[config.mk]
export PLATFORM = sky130hd
export DESIGN_NAME = sync_frame_controller
export DESIGN_NICKNAME = d
export VERILOG_FILES = /design/src/rtl/sync_frame_controller.sv
export SDC_FILE = /design/constraint.sdc
export NUM_CORES = 1
export LEC_CHECK = 0
export ABC_AREA = 1
export BUFFER_PORTS_ARGS = -buffer_cell sky130_fd_sc_hd__buf_4
export CAP_MARGIN = 20
export CORE_MARGIN = 5
export CORE_UTILIZATION = 45
export CTS_CLUSTER_DIAMETER = 40
export DETAILED_ROUTE_END_ITERATION = 10
export PLACE_DENSITY = 0.63
export SYNTH_ARGS = -nofsm -noshare
export SYNTH_HDL_FRONTEND = slang
export SYNTH_SLANG_ARGS = --single-unit
[constraint.sdc]
create_clock -name clk -period 2.5 [get_ports clk]
set_clock_uncertainty 0.1 [all_clocks]
set_input_delay 0.125 -clock clk [delete_from_list [all_inputs] [get_ports clk]]
set_output_delay 0.125 -clock clk [all_outputs]
set_load 0.02 [all_outputs]
[src/rtl/sync_frame_controller.sv]
// Serial frame synchronizer: hunts for a sync header, locks after LOCK_CNT good
// headers, then alternates payload capture and header checks. Isolated header
// errors are ridden through; MISS_CNT consecutive misses drop lock.
module sync_frame_controller #(
  parameter int unsigned       SYNC_W       = 6,
  parameter logic [SYNC_W-1:0] SYNC_PATTERN = 6'b110011,
  parameter int unsigned       PAYLOAD_W    = 8,
  parameter int unsigned       LOCK_CNT     = 2,
  parameter int unsigned       MISS_CNT     = 3
) (
  input  logic                 clk,
  input  logic                 rst,
  input  logic                 bit_valid,
  input  logic                 a,
  output logic                 frame_valid,
  output logic [PAYLOAD_W-1:0] frame_data,
  output logic                 locked,
  output logic                 sync_error
);

  localparam int unsigned BitMax = (PAYLOAD_W > SYNC_W) ? PAYLOAD_W : SYNC_W;
  localparam int unsigned BitW   = $clog2(BitMax + 1);
  localparam int unsigned FillW  = $clog2(SYNC_W + 1);
  localparam int unsigned GoodW  = $clog2(LOCK_CNT + 1);
  localparam int unsigned MissW  = $clog2(MISS_CNT + 1);

  localparam logic [FillW-1:0] FillMax  = FillW'(SYNC_W);
  localparam logic [BitW-1:0]  PayLast  = BitW'(PAYLOAD_W - 1);
  localparam logic [BitW-1:0]  SyncLast = BitW'(SYNC_W - 1);
  localparam logic [GoodW-1:0] GoodMax  = GoodW'(LOCK_CNT);
  localparam logic [MissW-1:0] MissMax  = MissW'(MISS_CNT);

  typedef enum logic [1:0] {StHunt, StPayload, StCheck} state_e;

  state_e                 state_q, state_d;
  logic [SYNC_W-1:0]      window_q, window_d;
  logic [SYNC_W-1:0]      cmp_q, cmp_d;
  logic [PAYLOAD_W-1:0]   payload_q, payload_d;
  logic [PAYLOAD_W-1:0]   frame_data_q, frame_data_d;
  logic [FillW-1:0]       fill_q, fill_d;
  logic [BitW-1:0]        bit_cnt_q, bit_cnt_d;
  logic [GoodW-1:0]       good_q, good_d;
  logic [MissW-1:0]       miss_q, miss_d;
  logic                   locked_q, locked_d;
  logic                   frame_valid_q, frame_valid_d;
  logic                   sync_error_q, sync_error_d;

  // Next-state logic; everything holds unless a bit is accepted.
  always_comb begin
    state_d       = state_q;
    window_d      = window_q;
    cmp_d         = cmp_q;
    payload_d     = payload_q;
    frame_data_d  = frame_data_q;
    fill_d        = fill_q;
    bit_cnt_d     = bit_cnt_q;
    good_d        = good_q;
    miss_d        = miss_q;
    locked_d      = locked_q;
    frame_valid_d = 1'b0;
    sync_error_d  = 1'b0;

    if (bit_valid) begin
      unique case (state_q)
        StHunt: begin
          window_d = {window_q[SYNC_W-2:0], a};
          if (fill_q != FillMax) fill_d = fill_q + 1'b1;
          // Sliding compare every bit, so overlapping headers are not skipped.
          if (window_d == SYNC_PATTERN && fill_q >= FillMax - 1'b1) begin
            good_d    = GoodW'(1);
            bit_cnt_d = '0;
            state_d   = StPayload;
            if (GoodMax == GoodW'(1)) locked_d = 1'b1;
          end
        end
        StPayload: begin
          payload_d = {payload_q[PAYLOAD_W-2:0], a};
          bit_cnt_d = bit_cnt_q + 1'b1;
          if (bit_cnt_q == PayLast) begin
            // Words captured before lock are dropped.
            if (locked_q) begin
              frame_data_d  = payload_d;
              frame_valid_d = 1'b1;
            end
            bit_cnt_d = '0;
            state_d   = StCheck;
          end
        end
        StCheck: begin
          cmp_d     = {cmp_q[SYNC_W-2:0], a};
          bit_cnt_d = bit_cnt_q + 1'b1;
          if (bit_cnt_q == SyncLast) begin
            bit_cnt_d = '0;
            if (cmp_d == SYNC_PATTERN) begin
              if (good_q != GoodMax) good_d = good_q + 1'b1;
              miss_d  = '0;
              if (good_d == GoodMax) locked_d = 1'b1;
              state_d = StPayload;
            end else if (!locked_q) begin
              sync_error_d = 1'b1;
              good_d       = '0;
              fill_d       = '0;
              window_d     = '0;
              state_d      = StHunt;
            end else begin
              sync_error_d = 1'b1;
              if (miss_q == MissMax - 1'b1) begin
                locked_d = 1'b0;
                miss_d   = '0;
                good_d   = '0;
                fill_d   = '0;
                state_d  = StHunt;
              end else begin
                // Flywheel: keep framing through an isolated bad header.
                miss_d  = miss_q + 1'b1;
                good_d  = GoodMax;
                state_d = StPayload;
              end
            end
          end
        end
        default: state_d = StHunt;
      endcase
    end
  end

  // State and registered outputs with synchronous reset.
  always_ff @(posedge clk) begin
    if (rst) begin
      state_q       <= StHunt;
      window_q      <= '0;
      cmp_q         <= '0;
      payload_q     <= '0;
      frame_data_q  <= '0;
      fill_q        <= '0;
      bit_cnt_q     <= '0;
      good_q        <= '0;
      miss_q        <= '0;
      locked_q      <= 1'b0;
      frame_valid_q <= 1'b0;
      sync_error_q  <= 1'b0;
    end else begin
      state_q       <= state_d;
      window_q      <= window_d;
      cmp_q         <= cmp_d;
      payload_q     <= payload_d;
      frame_data_q  <= frame_data_d;
      fill_q        <= fill_d;
      bit_cnt_q     <= bit_cnt_d;
      good_q        <= good_d;
      miss_q        <= miss_d;
      locked_q      <= locked_d;
      frame_valid_q <= frame_valid_d;
      sync_error_q  <= sync_error_d;
    end
  end

  assign frame_valid = frame_valid_q;
  assign frame_data  = frame_data_q;
  assign locked      = locked_q;
  assign sync_error  = sync_error_q;

endmodule

Word-level counts from Yosys, hierarchy flattened

Index checks and enable logic that the tools add are counted.

Output and inout bits: 11
Bits in registers: 41
Input bits: 4

Magnitude comparators: 1
Multiplexer cells: 40
Bitwise gates (word level): 5
Reductions and logical operators: 17
Equal/unequal tests: 18
Add/subtract/negate cells: 4

Operators with widths:

| cell                  | number |
|---|---|
| $mux W2               | 15 |
| $reduce_and A4 Y1     | 5 |
| $mux W3               | 5 |
| $mux W5               | 3 |
| $ne A2 B2 Y1 const B  | 7 |
| $eq A6 B6 Y1 const B  | 2 |
| $mux W4               | 3 |
| $pmux W4 S3           | 1 |
| $pmux W5 S2           | 1 |
| $mux W1               | 9 |
| $eq A4 B3 Y1 const B  | 2 |
| $reduce_or A4 Y1      | 2 |
| $eq A2 B2 Y1 const B  | 3 |
| $ne A3 B3 Y1 const B  | 2 |
| $pmux W2 S3           | 1 |
| $pmux W3 S2           | 1 |
| $reduce_and A6 Y1     | 1 |
| $not A1 Y1            | 5 |
| $reduce_and A5 Y1     | 1 |
| $add A2 B1 Y2 const B | 2 |
| $add A4 B1 Y4 const B | 1 |
| $pmux W2 S2           | 1 |
| $reduce_and A2 Y1     | 2 |
| $reduce_bool A2 Y1    | 2 |
| other kinds (8)       | 8 |

Depth between registers and ports, before layout

Depth in word-level cells: 9
Gate-level depth with buffers: 12
Gate-level depth less buffers: 11

Worst setup path before layout

Ideal clock, no wire load.

Path type: flip-flop to flip-flop
From: register state_q[0]
To: register fill_q[2]
Setup time: 115 ps
Arrival: 1336 ps
Path slack: 949 ps
Stages on the path, launching flop included: 12
Path buffers: 1
Clock period less this slack: 1551 ps
Path through: dfxtp_1 -> inv_1 -> ha_1 -> buf_4 -> nand2_1 -> inv_2 -> nand2_1 -> nand2_1 -> inv_1 -> nand3_2 -> o21ai_1 -> nor2_1

Cells in the longest elaborated chain, start to end: 3
Elaborated cells between the ends (all ways): 9

RTL lines:

| what                                                  | RTL line | RTL |
|---|---|---|
| from (decl)                                           | 35       | `state_e state_q, state_d;` |
| from (signal assigned)                                | 130      | `state_q <= StHunt;` |
| from (signal assigned)                                | 143      | `state_q <= state_d;` |
| $eq A2 B2 Y1 or $logic_not A2 Y1 (tied branches)      | 64       | `unique case (state_q)` |
| $ne A3 B3 Y1 (no source line) (tied with other cells) | --       |  |
| $reduce_and A6 Y1 (no source line)                    | --       |  |
| to (signal assigned)                                  | 148      | `fill_q <= fill_d;` |
| to (decl)                                             | 40       | `logic [FillW-1:0] fill_q, fill_d;` |

Several ways; a longest one is shown, not always the timed one.
A chain may end at the register's enable or synchronous reset.

Worst setup path in the final report

From: register state_q[1]
To: register frame_data_q[1] (netlist: frame_data[1])

Cells in the longest elaborated chain, start to end: 2

RTL lines:

| what                               | RTL line | RTL |
|---|---|---|
| $eq A2 B1 Y1                       | 64       |  |
| $reduce_and A4 Y1 (no source line) | --       |  |
| to (signal assigned)               | 147      | `frame_data_q <= frame_data_d;` |
| to (decl)                          | 39       | `logic [PAYLOAD_W-1:0] frame_data_q, frame_data_d;` |

Every way passes these cells.

==> qor.yml <==
drive_gt1_share_pct: 15.9
ys.flop_type: "dfxtp_1"
port_buffers: 14
run_status: "completed"
rsz0062_at_grt: "no"
antenna_left: 0
cap_violations: 0
grt_pass1_wl_mm: 6.67
peakVddDrop_mv: 0.203
setup_viol: 0
period_share_pct: 74.0
dieArea_um2: 5990
path_class: "flop to flop"
synth_edf_count: 0
fin_setup_tns_ps: 0
antenna_found_initial: 0
ys_types: 30
drc_errors: 0
fmax_ghz: 0.541
track_usage_pct: 13.4
nets: 309
power.density_nw_per_um2: 506
syn-cell-area_um2: 2050
drt_iter0_drc: 143
ios: 15
root_buffer: "clkbuf_8"
regArea_um2: 821
yosys.area.top_type: "dfxtp_1"
numCtsBuffers: 5
dieHeight_um: 77.4
avgViaCountPerCell: 4.86
netlist.area_leader.share_pct: 40.1
worst_slew_pin_slew_ps: 711
postCtsSetupBuffers: 0
async_reset_ff_share_pct: 0
grt_pass1_vias: 1491
start_util_pct: 46.7
clock_latency_ps: 300
hp-class: "input pin to flop"
yosys-top-cells-area: "dfxtp_1 40%, nand2_1 7.2%, ha_1 6.7%"
clock-sinks: 41
final_util_pct: 52.3
relSlewSlack_pct: 52.6
dpl.hpwl_mm: 2.88
synthesis.nets: 291
fin_crit_ps: 1850
netlist_top_cells_count: "41 x dfxtp_1, 39 x nand2_1, 36 x inv_1, 35 x nor2_1, 24 x a21oi_1"
multi_input_area_um2: 1020
p_leak_nw: 0.975
cp-end-kind: "flop"
cts_tree: "yes"
grt_max_degree: 28
worst_setup_path_start_kind: "flop"
timing.critical_path.arrival_ps: 1930
grt_overflow_total: 0
route.vias.total: 1685
synth.yosys.seq_area_share_pct: 40.1
worstPathRequired_ps: 2590
wl_per_cell_um: 11.0
yosysMostFrequentCell: "dfxtp_1"
htreeDepth: 2
gp_congestion: 0.799
syn2layout_area_growth_pct: 12.2
syn_inst: 276
rows: 24
core_region_area_um2: 4380
drv_slew: 0
cts_max_path_buffers: 2
diodes: 0
r2r_slack_ps: 650
fillCellCount: 457
avgSynthCellArea_um2: 7.41
hold_violations: 0
clk_pin_slew_ps: 80
ys_ff_latch: 41
die_w_um: 77.4
crit_fanout: 15
drt_wl_total_mm: 3.81
drtPass1Iterations: 4
yosysWarningCount: 0
==> placed cells by master (no fill, tap or decap), drive strengths merged <==
| cell type | Yosys | layout |
|---|---|---|
| a21oi | 26 | 26 |
| buf | 7 | 17 |
| clkbuf | 0 | 5 |
| clkinv | 3 | 5 |
| clkinvlp | 0 | 1 |
| dfxtp | 41 | 41 |
| dlygate4sd3 | 0 | 1 |
| ha | 11 | 11 |
| inv | 39 | 39 |
| nand2 | 46 | 46 |
| nand3 | 22 | 22 |
| nand3b | 1 | 1 |
| nand4 | 1 | 1 |
| nor2 | 40 | 40 |
| nor3 | 3 | 3 |
| o211a | 1 | 1 |
| o211ai | 1 | 1 |
| o21ai | 32 | 32 |
| xor2 | 2 | 2 |
==> report_power, final <==
part	switching, W	internal (W)	total (W)
registers	0.00000617	0.000661	0.000667
logic	0.0000392	0.0000243	0.0000635
clock network	0.000238	0.000193	0.000431
total	0.000283	0.000878	0.00116
==> critical path, stage by stage (launching register included) <==
cell	delay (ps)
dfxtp_1	340
inv_1	80
ha_1	220
nand2_1	300
nor3_4	330
inv_1	170
nand3_1	100
o21ai_0	90
==> final timing paths <==
path	startpoint	to	depth (start not counted)
max	state_q[1]	frame_data[1]	7
min	a	payload_q[0]	3
max reg2reg	state_q[1]	frame_data[1]	7
min reg2reg	payload_q[6]	frame_data[7]	2
==> state kept, by name, indices dropped and copies added, names as in the netlist, 2 cells and up <==
register	flops
frame_data	8
fill_q	3
miss_q	2
bit_cnt_q	4
cmp_q	5
state_q	2
window_q	5
payload_q	7
good_q	2
==> metrics by stage <==
step	std cells	total power (W)	hold slack (ps)	area [µm²]	worst slack, ps
after floorplan	276	0.000729	94.1	2050	949
after global placement	338	0.000745	255	2200	730
after detailed placement	338	0.000745	254	2200	671
after CTS	347	0.00117	63.2	2290	658
after global routing	347	0.00121	94.3	2290	387
final	347	0.00116	59.4	2290	651
==> cell families (layout without fill, tap and decap cells) <==
logic type | Yosys count | in the layout | synth area share, %
AOI/OAI and AO/OA | 60 | 60 | 16.0
xor gates and xnor gates | 2 | 2 | 0.856
adders and majority gates | 11 | 11 | 6.73
buffers and inverters | 49 | 68 | 9.91
DFF | 41 | 41 | 40.1
and+or+nand+nor | 113 | 113 | 26.4
==> final cells by class <==
type                    instances  area share, %
clock buffers                   5           3.00
repair buffers                 18           6.00
well taps                      52           2.84
flip-flops and latches         41           35.8
clock inverters                 3          0.763
multi-input cells             186           44.5
inverters                      42           7.09
==> per-layer routing <==
metal	GRT usage, %	wire [µm]	part of all wire (%)
met5	0	0	0
met4	4.12	52	1.4
met3	4.28	172	4.5
met2	20.3	1660	43
met1	18.2	1930	51
==> what timing repair did <==
item                                   4_1_cts  5_1_grt
endpoints found under the hold margin        6        0
resized for setup                            0        0
hold buffers                                 1        0
Note: power is estimated with default switching activity, not from simulation.
